--- config.mk ---
export PLATFORM = sky130hd
export DESIGN_NAME = ntt_stage_ctrl_flat
export DESIGN_NICKNAME = d
export VERILOG_FILES = /design/src/rtl/ntt_stage_ctrl_if.sv /design/src/rtl/ntt_stage_ctrl.sv /design/src/flat_wrapper.sv
export SDC_FILE = /design/constraint.sdc
export NUM_CORES = 1
export LEC_CHECK = 0
export CORE_UTILIZATION = 53
export DETAILED_ROUTE_END_ITERATION = 16
export PLACE_DENSITY = 0.82
export SLEW_MARGIN = 20
export SYNTH_ARGS = -nofsm -noshare
export SYNTH_HDL_FRONTEND = slang
export SYNTH_SLANG_ARGS = --single-unit
--- constraint.sdc ---
create_clock -name clk -period 9.7 [get_ports clk]
set_input_delay 1.94 -clock clk [delete_from_list [all_inputs] [get_ports clk]]
set_output_delay 1.94 -clock clk [all_outputs]
set_load 0.01 [all_outputs]
--- src/rtl/ntt_stage_ctrl_if.sv ---
// Control/address bundle between the NTT sequencer and the memory/BFU datapath.
interface ntt_stage_ctrl_if #(
  parameter int unsigned logn = 8
);
  logic            start;
  logic            busy;
  logic            done;
  logic            rd_en;
  logic [logn-1:0] rd_addr0;
  logic [logn-1:0] rd_addr1;
  logic [logn-1:0] tw_addr;
  logic [1:0]      bfu_mode;
  logic            wr_en;
  logic [logn-1:0] wr_addr0;
  logic [logn-1:0] wr_addr1;

  modport master (
    input  start,
    output busy, done, rd_en, rd_addr0, rd_addr1, tw_addr, bfu_mode,
    output wr_en, wr_addr0, wr_addr1
  );

  modport slave (
    output start,
    input  busy, done, rd_en, rd_addr0, rd_addr1, tw_addr, bfu_mode,
    input  wr_en, wr_addr0, wr_addr1
  );
endinterface

--- src/rtl/ntt_stage_ctrl.sv ---
// In-place forward NTT sequencer: issues one butterfly per cycle per stage, drains the BFU
// pipeline between stages and replays the read addresses as write addresses PIPE cycles later.
module ntt_stage_ctrl #(
  parameter int unsigned logn = 8,
  parameter int unsigned dm   = 4
) (
  input logic             clk,
  input logic             rst,
  ntt_stage_ctrl_if.master bus
);
  localparam int unsigned PIPE = 3 * dm + 3;
  localparam int unsigned Half = 1 << (logn - 1);
  localparam int unsigned SW   = (logn > 1) ? $clog2(logn) : 1;
  localparam int unsigned CW   = $clog2(PIPE);

  typedef enum logic [1:0] {StIdle, StRun, StDrain, StDone} state_e;

  state_e          state_q;
  logic [SW-1:0]   s_q;
  logic [logn-1:0] k_q;
  logic [CW-1:0]   cnt_q;
  logic            busy_q, done_q, rd_en_q;

  always_ff @(posedge clk or posedge rst) begin
    if (rst) begin
      state_q <= StIdle;
      s_q     <= '0;
      k_q     <= '0;
      cnt_q   <= '0;
      busy_q  <= 1'b0;
      done_q  <= 1'b0;
      rd_en_q <= 1'b0;
    end else begin
      unique case (state_q)
        StIdle: begin
          if (bus.start) begin
            state_q <= StRun;
            s_q     <= '0;
            k_q     <= '0;
            busy_q  <= 1'b1;
            rd_en_q <= 1'b1;
          end
        end
        StRun: begin
          if (k_q == logn'(Half - 1)) begin
            k_q     <= '0;
            cnt_q   <= '0;
            rd_en_q <= 1'b0;
            state_q <= StDrain;
          end else begin
            k_q <= k_q + logn'(1);
          end
        end
        StDrain: begin
          // Stay quiet until the stage's last writeback has landed (no RAW across stages).
          if (cnt_q == CW'(PIPE - 1)) begin
            if (s_q == SW'(logn - 1)) begin
              state_q <= StDone;
              busy_q  <= 1'b0;
              done_q  <= 1'b1;
            end else begin
              s_q     <= s_q + SW'(1);
              rd_en_q <= 1'b1;
              state_q <= StRun;
            end
          end else begin
            cnt_q <= cnt_q + CW'(1);
          end
        end
        StDone: begin
          done_q  <= 1'b0;
          state_q <= StIdle;
        end
        default: state_q <= StIdle;
      endcase
    end
  end

  // Butterfly k of stage s: span len = 2^(logn-1-s), group grp, offset off within the group.
  logic [SW-1:0]   h;
  logic [logn-1:0] len, grp, off, a0, a1, tw;

  always_comb begin
    h   = SW'(logn - 1) - s_q;
    len = logn'(1) << h;
    grp = k_q >> h;
    off = k_q & (len - logn'(1));
    a0  = ((grp << h) << 1) | off;
    a1  = a0 + len;
    tw  = (logn'(1) << s_q) + grp;
  end

  logic [PIPE-1:0] vld_q;
  logic [logn-1:0] dl0_q [PIPE];
  logic [logn-1:0] dl1_q [PIPE];

  always_ff @(posedge clk or posedge rst) begin
    if (rst) begin
      vld_q <= '0;
      for (int i = 0; i < PIPE; i++) begin
        dl0_q[i] <= '0;
        dl1_q[i] <= '0;
      end
    end else begin
      vld_q    <= {vld_q[PIPE-2:0], rd_en_q};
      dl0_q[0] <= rd_en_q ? a0 : '0;
      dl1_q[0] <= rd_en_q ? a1 : '0;
      for (int i = 1; i < PIPE; i++) begin
        dl0_q[i] <= dl0_q[i-1];
        dl1_q[i] <= dl1_q[i-1];
      end
    end
  end

  always_comb begin
    bus.busy     = busy_q;
    bus.done     = done_q;
    bus.rd_en    = rd_en_q;
    bus.rd_addr0 = rd_en_q ? a0 : '0;
    bus.rd_addr1 = rd_en_q ? a1 : '0;
    bus.tw_addr  = rd_en_q ? tw : '0;
    bus.bfu_mode = 2'b00;
    bus.wr_en    = vld_q[PIPE-1];
    bus.wr_addr0 = vld_q[PIPE-1] ? dl0_q[PIPE-1] : '0;
    bus.wr_addr1 = vld_q[PIPE-1] ? dl1_q[PIPE-1] : '0;
  end
endmodule

--- src/flat_wrapper.sv ---
// flat-port wrapper written by rule: the top's interface ports become plain ports
module ntt_stage_ctrl_flat 
#(
  parameter int unsigned logn = 8,
  parameter int unsigned dm   = 4
)
  (clk, rst, bus_start, bus_busy, bus_done, bus_rd_en, bus_rd_addr0, bus_rd_addr1, bus_tw_addr, bus_bfu_mode, bus_wr_en, bus_wr_addr0, bus_wr_addr1);
  ntt_stage_ctrl_if #(.logn(logn)) bus_i ();
  input logic clk;
  input logic rst;
  input wire logic [$bits(bus_i.start)-1:0] bus_start;
  output wire logic [$bits(bus_i.busy)-1:0] bus_busy;
  output wire logic [$bits(bus_i.done)-1:0] bus_done;
  output wire logic [$bits(bus_i.rd_en)-1:0] bus_rd_en;
  output wire logic [$bits(bus_i.rd_addr0)-1:0] bus_rd_addr0;
  output wire logic [$bits(bus_i.rd_addr1)-1:0] bus_rd_addr1;
  output wire logic [$bits(bus_i.tw_addr)-1:0] bus_tw_addr;
  output wire logic [$bits(bus_i.bfu_mode)-1:0] bus_bfu_mode;
  output wire logic [$bits(bus_i.wr_en)-1:0] bus_wr_en;
  output wire logic [$bits(bus_i.wr_addr0)-1:0] bus_wr_addr0;
  output wire logic [$bits(bus_i.wr_addr1)-1:0] bus_wr_addr1;
  assign bus_i.start = bus_start;
  assign bus_busy = bus_i.busy;
  assign bus_done = bus_i.done;
  assign bus_rd_en = bus_i.rd_en;
  assign bus_rd_addr0 = bus_i.rd_addr0;
  assign bus_rd_addr1 = bus_i.rd_addr1;
  assign bus_tw_addr = bus_i.tw_addr;
  assign bus_bfu_mode = bus_i.bfu_mode;
  assign bus_wr_en = bus_i.wr_en;
  assign bus_wr_addr0 = bus_i.wr_addr0;
  assign bus_wr_addr1 = bus_i.wr_addr1;
  ntt_stage_ctrl #(.logn(logn), .dm(dm)) u_core (.clk(clk), .rst(rst), .bus(bus_i));
endmodule
== Word level (Yosys, flattened, before mapping) ==
Cells that the tools add are included.

* Register bits after elaboration: 275
* Input port bits: 3
* Output and inout bits: 46
* Word-level logic and storage cells: 107

* Add/subtract/negate cells: 7
* Equality and inequality tests: 12
* Shifts and indexed selects: 4
* Multiplexer cells: 31
* Bitwise logic cells: 2
* Reduce and logical (&&, ||, !) cells: 13

{| class="wikitable"
|+ Operators with widths
! cell !! number
|-
| 8-bit two-way mux || 7
|-
| 8-bit adder || 2
|-
| 8-bit one-hot mux with 2 select lines || 1
|-
| 1-bit by 3-bit << shifter with 8-bit output (first input constant) || 2
|-
| 3-bit two-way mux || 3
|-
| 3-bit AND reduction || 3
|-
| 8-bit by 1-bit adder with 8-bit output (second input constant) || 1
|-
| 8-bit bitwise AND || 1
|-
| 8-bit by 7-bit == test with 1-bit output (second input constant) || 1
|-
| 1-bit two-way mux || 8
|-
| 2-bit two-way mux || 4
|-
| 4-bit two-way mux || 2
|-
| 8-bit OR || 1
|-
| 2-bit one-hot mux with 4 select lines || 1
|-
| 4-bit one-hot mux with 2 select lines || 1
|-
| 4-bit AND reduction || 2
|-
| 2-bit nonzero test || 4
|-
| 8-bit by 3-bit << shifter with 7-bit output || 1
|-
| 8-bit by 3-bit right shift with 8-bit output || 1
|-
| 8-bit by 1-bit subtractor with 8-bit output (second input constant) || 1
|-
| 2-bit by 1-bit inequality test with 1-bit output (second input constant) || 3
|-
| 2-bit inequality test (second input constant) || 3
|-
| 3-bit one-hot mux with 2 select lines || 1
|-
| 5-bit AND reduction || 1
|-
| other kinds (12) || 14
|}

== Depth between registers and ports, before layout ==
* Word-level depth: 7
* Gate-level depth with buffers: 15
* Mapped depth without buffers: 12

== Worst setup path before layout ==
OpenSTA, ideal clock, no wires.

* Kind: register to output
* From: register u_core.s_q[0]
* To: output bus_rd_addr1[7]
* Arrival time: 3.171 ns
* Data required time: 7.760 ns
* Path slack: 4.589 ns
* Cell stages (with the launch flop): 15
* Buffers on the path: 3
* Cells stage by stage: dfrtp_1 buf_6 buf_2 inv_1 ha_1 buf_2 or3_1 a21o_1 a32o_1 ha_1 or3_1 nor2_1 nand2b_1 a31oi_1 mux2i_1

* Word-level cells in the longest chain between the ends: 7
* Elaborated cells between the ends (all ways): 9
* Classes of those cells: 3 x add/sub; 3 x shift; 1 x mux; 2 x bitwise

{| class="wikitable"
|+ Ends and longest elaborated chain
! element !! RTL line !! RTL
|-
| start, declared || ntt_stage_ctrl.sv:19 || <nowiki>logic [SW-1:0] s_q;</nowiki>
|-
| start signal, assigned || ntt_stage_ctrl.sv:62 || <nowiki>s_q <= s_q + SW'(1);</nowiki>
|-
| 3-bit subtractor (*) || ntt_stage_ctrl.sv:84 || <nowiki>h = SW'(logn - 1) - s_q;</nowiki>
|-
| 1-bit by 3-bit << shifter with 8-bit output || ntt_stage_ctrl.sv:85 || <nowiki>len = logn'(1) << h;</nowiki>
|-
| 8-bit by 1-bit subtractor with 8-bit output || ntt_stage_ctrl.sv:87 || <nowiki>off = k_q & (len - logn'(1));</nowiki>
|-
| 8-bit bitwise AND || ntt_stage_ctrl.sv:87 ||
|-
| 8-bit OR || ntt_stage_ctrl.sv:88 || <nowiki>a0 = ((grp << h) << 1) | off;</nowiki>
|-
| 8-bit adder (*) || ntt_stage_ctrl.sv:89 || <nowiki>a1 = a0 + len;</nowiki>
|-
| 8-bit two-way mux (*) || ntt_stage_ctrl.sv:120 || <nowiki>bus.rd_addr1 = rd_en_q ? a1 : '0;</nowiki>
|-
| end, declared || flat_wrapper.sv:16 || <nowiki>output wire logic [$bits(bus_i.rd_addr1)-1:0] bus_rd_addr1;</nowiki>
|}

Mark *: on every way between the ends. The rest lies on a longest branch, timed or not.

== Worst setup path in the final report ==
* From: register u_core.s_q[2]
* To: output bus_rd_addr1[7]

The elaborated chain is that of the path after synthesis.

==> results.sh <==
export IMPL_outcome="complete, no violations"
export IMPL_cap_violations=0
export IMPL_dr_wl_met2_mm=8.19
export IMPL_antenna_left=0
export IMPL_crit_end="bus_rd_addr1[7]"
export IMPL_finalClockSkew_ns=0.0159
export IMPL_wl_met1_mm=6.24
export IMPL_vias_per_cell=5.19
export IMPL_die_w_um=131
export IMPL_critPathMaxFanout=27
export IMPL_grt_pass1_vias=4986
export IMPL_rsz0062_at_grt="false"
export IMPL_yosysWarnings=0
export IMPL_first_pass_iters=4
export IMPL_clk_transition_reported_paths_ns=0.06
export IMPL_dp_hpwl_mm=9.34
export IMPL_peakVddDrop_uv=127
export IMPL_die_y_um=131
export IMPL_required_ns=7.76
export IMPL_final_util_pct=64.1
export IMPL_p_leak_nw=4.59
export IMPL_multi_input_area_mm2=0.00182
export IMPL_gp_congestion=0.852
export IMPL_post_route_drc_count=0
export IMPL_cts_tree="yes"
export IMPL_crit_start="u_core.s_q[2]$_DFFE_PP0P_"
export IMPL_syn_inst=577
export IMPL_n_fill_cell=1149
export IMPL_topRoutingLayerUsed="met4"
export IMPL_grt_pass1_wl_mm=25.7
export IMPL_setup_viol=0
export IMPL_r2r_start="u_core.s_q[2]$_DFFE_PP0P_"
export IMPL_met3WireLength_um=615
export IMPL_endpoint_kind="output pin"
export IMPL_dieArea_mm2=0.0173
export IMPL_fin_nets=657
export IMPL_slowest_delay_ns=0.89
export IMPL_vias=4502
export IMPL_synth_seq_cells=275
export IMPL_path_common_cell="ha_1"
export IMPL_post_cts_repair_setup_buffers=0
export IMPL_first_iter_violations=316
export IMPL_async_flop_share_pct=100
export IMPL_root_buffer="clkbuf_16"
export IMPL_area_growth_pct=16.5
export IMPL_final_layout_size_suffix_gt1_share_pct=8.59
export IMPL_power_mw=2.14
export IMPL_cts_resized=0
export IMPL_numCtsBuffers=26
export IMPL_fin_crit_sh_pct=71.3
export IMPL_fmax_mhz=145
export IMPL_hp_start="u_core.dl0_q[66]$_DFF_PP0_"
export IMPL_synth_flop_cell="dfrtp_1"
export IMPL_insertion_delay_ns=0.52
export IMPL_dp_cells=821
export IMPL_worstMarginPinSlew_ns=0.852
export IMPL_r2r_setup_slack_ns=5.74
export IMPL_slowest_stage="dfrtp_1"
export IMPL_core_area_mm2=0.0161
export IMPL_finalSetupTns_ns=0
export IMPL_slew_headroom_pct=43.2
export IMPL_holdBufCountCts=0
export IMPL_io_pins=49
export IMPL_seq_area_frac_synth_pct=77.5
export IMPL_worstHoldPathCells=0
export IMPL_synth_top_cell_by_area="dfrtp_1"
export IMPL_io_buffers=46
export IMPL_wl_per_cell_um=17.8
export IMPL_hp_class="flop to flop"
export IMPL_fin_cells=868
export IMPL_synth_edf_count=0
export IMPL_p_per_area_mw_per_mm2=207
export IMPL_syn_area_mm2=0.00888
export IMPL_grt_usage_pct=19.2
export IMPL_netlist_cell_type_count=57
export IMPL_routed_wl_mm=15.4
export IMPL_reg2reg_depth=11
export IMPL_synth_top_area_share_pct=77.5
export IMPL_initial_core_util_pct=55.1
export IMPL_h_tree_depth=1
export IMPL_antenna_found_initial=0
export IMPL_start_kind="flop"
export IMPL_grt_max_degree=114
export IMPL_arrival_ns=4.97
export IMPL_fin_crit_ns=6.91
export IMPL_num_antenna_cells=0
export IMPL_seqCellArea_mm2=0.00688
export IMPL_slew_violations=0
export IMPL_syn_area_per_cell_um2=15.4
export IMPL_hold_violations=0
export IMPL_cts_sinks=275
export IMPL_reg2reg_to="u_core.dl1_q[119]$_DFF_PP0_"
export IMPL_critPathKind="flop to output pin"
export IMPL_ys_top_cells_by_area="dfrtp_1 78%, ha_1 2.8%, and2_1 2.0%"
export IMPL_clockBufferDepth=3
export IMPL_grt_overflow_total=0
export IMPL_rows=46
export IMPL_cp_cell_sequence="ha_1 > mux2_2 > nand2_1 > o21ai_0 > a32o_1 > ha_1 > or3_1 > nor2_1 > nand2b_1 > a31oi_1 > mux2i_1 > clkdlybuf4s50_1"
[flip-flops by register name (all words and copies together), names as in the netlist]
name              count
u_core.dl0_q        120
u_core.bus.done       1
u_core.cnt_q          4
u_core.k_q            8
u_core.s_q            3
u_core.bus.rd_en      1
u_core.state_q        2
u_core.dl1_q        120
u_core.vld_q         15
u_core.bus.busy       1
[through the flow]
step	area [µm²]	worst slack [ns]	hold slack (ns)
finish	10300	2.79	0.330
global route	10300	2.45	0.338
CTS	10300	2.81	0.332
detailed placement	9510	3.38	0.335
global placement	9510	3.53	0.332
floorplan	8880	0.180	0.331
[synth_stat cells, types with 2 or more instances]
cell	instances
a21oi_1	12
nor2b_1	5
dfrtp_1	275
o21a_1	3
o211ai_1	4
buf_6	3
o21ai_0	21
nor2_1	32
or2_2	3
inv_1	14
buf_2	8
and3_1	2
a31oi_1	2
nand3b_1	2
a22oi_1	2
a21o_1	4
o31ai_1	2
nor3_1	5
nand4_1	7
clkbuf_1	7
nand3_1	7
nand2_1	30
a22o_1	3
mux4_2	2
mux2_2	5
buf_4	4
o221ai_1	2
o22ai_1	5
o21ai_1	3
a211oi_1	2
nand2b_1	3
xor2_1	6
or3_1	3
mux2i_1	7
xnor2_1	9
a32o_1	2
and2_1	28
nor3b_1	4
ha_1	20
nor4_1	2
[cells in the final DEF, fill, tap and decap left out, types with 4 or more instances in the layout]
cell,Yosys,final
nand2_1,30,30
xor2_1,6,6
mux2i_1,7,7
o22ai_1,5,5
clkdlybuf4s50_1,0,46
xnor2_1,9,9
and2_1,28,28
dfrtp_1,275,275
inv_1,14,13
clkbuf_1,7,11
clkbuf_8,0,5
nor2b_1,5,5
nand3_1,7,7
nor3b_1,4,4
o211ai_1,4,4
nand4_1,7,7
clkbuf_16,0,26
a21oi_1,12,12
ha_1,20,20
nor3_1,5,5
mux2_2,5,5
nor2_1,32,32
o21ai_0,21,21
a21o_1,4,4
[final cells by class]
cell class	count	share of cell area (%)
Sequential cell	275	66.6
Clock inverter	5	0.629
Multi-Input combinational cell	267	17.6
Tap cell	216	2.61
Clock buffer	42	7.36
Inverter	15	0.617
Timing Repair Buffer	48	4.64
[routing by layer]
metal | vias up | global-route usage (%)
met5 | - | 0
met4 | 0 | 6.78
li1 | 2044 | -
met1 | 2312 | 23.9
met3 | 26 | 3.59
met2 | 120 | 33.6
[critical path: cells and delay by family, from the launching register on]
kind                       cells  cell delay (ns)
adders and majority gates      2             0.94
buffers and inverters          1             0.59
DFF                            1             0.89
and+or+nand+nor                4             0.78
muxes                          2             0.68
AOI/OAI and AO/OA              3             0.57
[logic make-up after synthesis]
kind of cell / Yosys count / synth area share, %
compound gates: 77 / 5.86
fa+ha+maj: 21 / 3.04
simple gates: 137 / 8.01
mux: 14 / 1.93
flops: 275 / 77.5
buf+inv: 37 / 2.10
xor+xnor: 15 / 1.48
other cells: 1 / 0.0422
[worst min path at each step]
stage,endpoint,slack [ns]
2_1_floorplan,u_core.dl0_q[0]$_DFF_PP0_,0.33
3_3_place_gp,u_core.dl0_q[90]$_DFF_PP0_,0.33
3_5_place_dp,u_core.dl0_q[104]$_DFF_PP0_,0.33
4_1_cts,u_core.dl0_q[58]$_DFF_PP0_,0.33
5_1_grt,u_core.dl0_q[64]$_DFF_PP0_,0.34
6_report,u_core.dl0_q[58]$_DFF_PP0_,0.33
[report_power, final]
| part | switching (mW) | internal [mW] | total [mW] |
|---|---|---|---|
| registers | 0.00162 | 1.15 | 1.15 |
| logic | 0.0233 | 0.00379 | 0.0271 |
| clock network | 0.396 | 0.563 | 0.958 |
No activity file was read; power rests on OpenSTA's default activity.
